[src/rtl/multi_tick_timer.sv]
// Bank of independent tick counters. Each channel has a programmable terminal count
// and mode, and emits a registered timeout pulse. Shared config port and count readback.

module multi_tick_timer_ch #(
    parameter int WIDTH      = 7,
    parameter int TERM_RESET = 99,
    parameter bit MODE_RESET = 1'b0
) (
    input  logic             clk,
    input  logic             rst,
    input  logic             cfg_hit,
    input  logic [WIDTH-1:0] cfg_term,
    input  logic             cfg_mode,
    input  logic             clr,
    input  logic             tick,
    output logic [WIDTH-1:0] count,
    output logic             timeout_nx,
    output logic             timeout,
    output logic             done
);
    typedef enum logic {ST_RUN, ST_DONE} state_t;

    state_t           state, state_nx;
    logic [WIDTH-1:0] term, term_nx;
    logic [WIDTH-1:0] count_nx;
    logic             mode, mode_nx;

    always_ff @(posedge clk) begin
        if (rst) begin
            state   <= ST_RUN;
            count   <= '0;
            term    <= WIDTH'(TERM_RESET);
            mode    <= MODE_RESET;
            timeout <= 1'b0;
        end else begin
            state   <= state_nx;
            count   <= count_nx;
            term    <= term_nx;
            mode    <= mode_nx;
            timeout <= timeout_nx;
        end
    end

    // Config write beats clear, clear beats a tick; the terminal compare runs before
    // the increment so a full-range term never wraps through the adder.
    always_comb begin
        state_nx   = state;
        count_nx   = count;
        term_nx    = term;
        mode_nx    = mode;
        timeout_nx = 1'b0;
        if (cfg_hit) begin
            term_nx  = cfg_term;
            mode_nx  = cfg_mode;
            count_nx = '0;
            state_nx = ST_RUN;
        end else if (clr) begin
            count_nx = '0;
            state_nx = ST_RUN;
        end else if (tick && state == ST_RUN) begin
            if (count == term) begin
                count_nx   = '0;
                timeout_nx = 1'b1;
                if (mode) state_nx = ST_DONE;
            end else begin
                count_nx = count + WIDTH'(1);
            end
        end
    end

    assign done = (state == ST_DONE);
endmodule

module multi_tick_timer #(
    parameter int NUM_CH     = 4,
    parameter int WIDTH      = 7,
    parameter int TERM_RESET = 99,
    parameter bit MODE_RESET = 1'b0,
    localparam int CH_W      = (NUM_CH > 1) ? $clog2(NUM_CH) : 1
) (
    input  logic              clk,
    input  logic              rst,
    input  logic [NUM_CH-1:0] enable,
    input  logic [NUM_CH-1:0] in,
    input  logic [NUM_CH-1:0] ch_clr,
    input  logic              cfg_we,
    input  logic [CH_W-1:0]   cfg_ch,
    input  logic [WIDTH-1:0]  cfg_term,
    input  logic              cfg_mode,
    input  logic [CH_W-1:0]   rd_ch,
    output logic [NUM_CH-1:0] timeout,
    output logic [NUM_CH-1:0] done,
    output logic              any_timeout,
    output logic [WIDTH-1:0]  rd_count
);
    logic [NUM_CH-1:0][WIDTH-1:0] counts;
    logic [NUM_CH-1:0]            cfg_hit;
    logic [NUM_CH-1:0]            timeout_nx;
    logic [WIDTH-1:0]             rd_mux;

    // Out-of-range channel numbers match no channel, so such writes/reads are inert.
    always_comb begin
        cfg_hit = '0;
        rd_mux  = '0;
        for (int i = 0; i < NUM_CH; i++) begin
            cfg_hit[i] = cfg_we && (int'(cfg_ch) == i);
            if (int'(rd_ch) == i) rd_mux = counts[i];
        end
    end

    for (genvar i = 0; i < NUM_CH; i++) begin : g_ch
        multi_tick_timer_ch #(
            .WIDTH      (WIDTH),
            .TERM_RESET (TERM_RESET),
            .MODE_RESET (MODE_RESET)
        ) u_ch (
            .clk        (clk),
            .rst        (rst),
            .cfg_hit    (cfg_hit[i]),
            .cfg_term   (cfg_term),
            .cfg_mode   (cfg_mode),
            .clr        (ch_clr[i]),
            .tick       (enable[i] & in[i]),
            .count      (counts[i]),
            .timeout_nx (timeout_nx[i]),
            .timeout    (timeout[i]),
            .done       (done[i])
        );
    end

    always_ff @(posedge clk) begin
        if (rst) begin
            rd_count    <= '0;
            any_timeout <= 1'b0;
        end else begin
            rd_count    <= rd_mux;
            any_timeout <= |timeout_nx;
        end
    end
endmodule

[config.mk]
export PLATFORM = sky130hd
export DESIGN_NAME = multi_tick_timer
export DESIGN_NICKNAME = d
export VERILOG_FILES = /design/src/rtl/multi_tick_timer.sv
export SDC_FILE = /design/constraint.sdc
export NUM_CORES = 1
export LEC_CHECK = 0
export ABC_CLOCK_PERIOD_IN_PS = 1800
export BUFFER_PORTS_ARGS = -buffer_cell sky130_fd_sc_hd__buf_2
export CORE_MARGIN = 2
export CORE_UTILIZATION = 51
export DETAILED_ROUTE_END_ITERATION = 10
export GPL_ROUTABILITY_DRIVEN = 0
export MAX_ROUTING_LAYER = met4
export PLACE_DENSITY = 0.71
export SKIP_CTS_REPAIR_TIMING = 1
export SLEW_MARGIN = 40
export SYNTH_ARGS = -nofsm -noshare
export SYNTH_HDL_FRONTEND = slang
export SYNTH_SLANG_ARGS = --single-unit
[constraint.sdc]
create_clock -name clk -period 1.8 [get_ports clk]
set_clock_uncertainty 0.1 [all_clocks]
set_input_delay 0.36 -clock clk [delete_from_list [all_inputs] [get_ports clk]]
set_output_delay 0.36 -clock clk [all_outputs]
set_load 0.01 [all_outputs]
==> results_dict.tcl <==
set metrics [dict create \
    antenna_found_initial 0 \
    setup_viol 0 \
    drc_errors 0 \
    root_buffer "clkbuf_8" \
    powerDensity_nw_per_um2 838.9 \
    cp_data_arrival_time_ns 1.82 \
    synthFlopType "dfxtp_1" \
    critPathMaxFanout 7 \
    yosysWarnings 0 \
    synthArstFlopShare_pct 0 \
    die_w_um 87.08 \
    synth_area_leaders "dfxtp_1 (43%), xnor2_1 (8.5%), nor2_1 (5.3%), mux4_2 (4.5%), xor2_1 (4.5%)" \
    cts.sinks 76 \
    grt_pass1_vias 2509 \
    post-place-cells 488 \
    ys_top_cells_by_count "dfxtp_1 (76), nor2_1 (50), nand2_1 (39)" \
    synth.avg_cell_area_sq_um 9.538 \
    ios 43 \
    via_count 2696 \
    cts_max_level 3 \
    post-synth-top-count-cell "dfxtp_1" \
    grt_setup_unrepaired "false" \
    synth_cells 369 \
    cp-end-kind "register" \
    ys_types 36 \
    ys_seq_area_share_pct 43.23 \
    status "complete, no violations" \
    fin_nets 450 \
    via_per_inst 5.349 \
    hp-class "input port to register" \
    synth_top_area_share_pct 43.23 \
    startpoint_type "register" \
    die_h_um 87.08 \
    cts_tree "yes" \
    grt_overflow 0 \
    hold_viol 0 \
    synth-edff-count 0 \
    ir_worst_vdd_mv 0.4964 \
    row_count 30 \
    core-area_sq_um 6719 \
    dp_hpwl_um 5907 \
    grt_first_pass_wirelength_um 12460 \
    drtIter0Drc 164 \
    grt_max_degree 24 \
    path_clk_slew_ns 0.07 \
    power.leakage_nw 1.599 \
    avgRoutedWirePerCell_um 15.59 \
    clock.fmax_ghz 0.5909 \
    layout-drive-gt1-share_pct 20.99 \
    clk_latency_ns 0.35 \
    totalWireLength_um 7859 \
    n_antenna_cell 0 \
    ant_nets 0 \
    period_needed_ns 1.692 \
    syn_area_sq_um 3520 \
    dieArea_sq_um 7582 \
    maxCapViolations 0 \
    grt_usage_pct 22.77 \
    critPathKind "register to register" \
    required_ns 1.93 \
    synth.net_count 400 \
    synth_area_leader_cell "dfxtp_1" \
    ctsLongestPathBuffers 2 \
    final.setup.tns_ns 0 \
    synth_seq_cells 76 \
    firstDrtPassIters 5 \
    worstMarginPinSlew_ns 0.4598 \
    start_util_pct 52.38 \
    instances_no_fill 504 \
    numCtsBuffers 9 \
    max-slew-margin-rel_pct 69.06 \
    drv_slew 0 \
    fin_crit_sh_pct 94.02 \
    portBuffers 42 \
    syn_to_final_growth_pct 15.68 \
]
critical path: stages, from the launching register on:
cell	delay [ns]
dfxtp_1	0.44
xor2_1	0.12
or4b_1	0.59
o21ai_4	0.25
nor2_1	0.09
state kept, by name (all words and copies together) (netlist names):
name	count
any_timeout	1
g_ch.u_ch.mode	4
g_ch.u_ch.timeout	4
g_ch.u_ch.term	28
rd_count	7
g_ch.u_ch.count	28
g_ch.u_ch.done	4
cell type report:
class                           instances  area (sq um)
Clock buffer                           11         141.4
Clock inverter                          5         75.07
Fill cell                             606          2648
Inverter                                1         3.754
Multi-Input combinational cell        271          1884
Sequential cell                        76          1521
Tap cell                               80         100.1
Timing Repair Buffer                   60         345.3
layer usage:
metal / track usage [%] / share of wire [%]
met5: - / 0
met4: 7.670 / 1.2
met2: 35.05 / 48
met1: 29.17 / 46
met3: 5.972 / 4.9
report_power, final:
part	switching, mW	total, mW	leakage (nW)	internal [mW]
registers	0.0266	1.74	0.616	1.72
clock network	0.600	1.41	0.113	0.812
logic	0.141	0.262	0.870	0.120
total	0.768	3.42	1.60	2.65
cell usage in the layout, fill, tap and decap left out, types with 2 or more instances in the layout:
cell type  count
dfxtp_1       76
nor2_1        50
buf_2         42
nand2_1       39
xnor2_1       34
nor2b_1       21
xor2_1        18
buf_4         18
nor3_1        15
mux2i_1       13
a211o_1       12
clkbuf_8      10
a21oi_1        7
mux4_2         7
and3_1         6
nand4_1        6
nand3b_1       5
and3b_1        5
nand4b_1       4
nor4_1         4
ha_1           4
nand3_1        3
and4_1         3
clkinv_2       3
a21bo_2        2
o21a_1         2
a31oi_1        2
bufinv_16      2
worst paths after layout:
| path | slack (ns) | cells after the start | startpoint | endpoint |
|---|---|---|---|---|
| max reg2reg | 0.11 | 4 | g_ch[0].u_ch.count[2] | g_ch[0].u_ch.count[2] |
| min reg2reg | 0.37 | 2 | g_ch[3].u_ch.mode | g_ch[3].u_ch.mode |
| max | 0.11 | 4 | g_ch[0].u_ch.count[2] | g_ch[0].u_ch.count[2] |
| min | 0.11 | 2 | ch_clr[0] | g_ch[0].u_ch.timeout |
per-stage QoR:
stage | setup WS [ns] | cell area, sq um | power [mW] | hold WS, ns | util, %
2_1_floorplan | 0.2438 | 3520 | 1.939 | 0.3319 | -
3_3_place_gp | 0.07967 | 3847 | 2.034 | 0.3446 | 57.26
3_5_place_dp | 0.007327 | 3847 | 2.040 | 0.3533 | 57.26
4_1_cts | 0.05930 | 4064 | 3.441 | 0.1031 | 60.48
5_1_grt | 0.02618 | 4071 | 3.550 | 0.09631 | 60.60
6_report | 0.1077 | 4071 | 3.416 | 0.1124 | 60.60
logic make-up (layout without fill, tap and decap cells):
logic type	count (synthesis)	in the layout	share of synthesized area, %
mux	20	20	8.176
xor+xnor	52	52	12.94
flops	76	76	43.23
simple gates	167	167	24.60
buf+inv	22	77	3.448
compound gates	28	28	6.185
fa+ha+maj	4	4	1.422
Power figures use the tool's default switching activity.
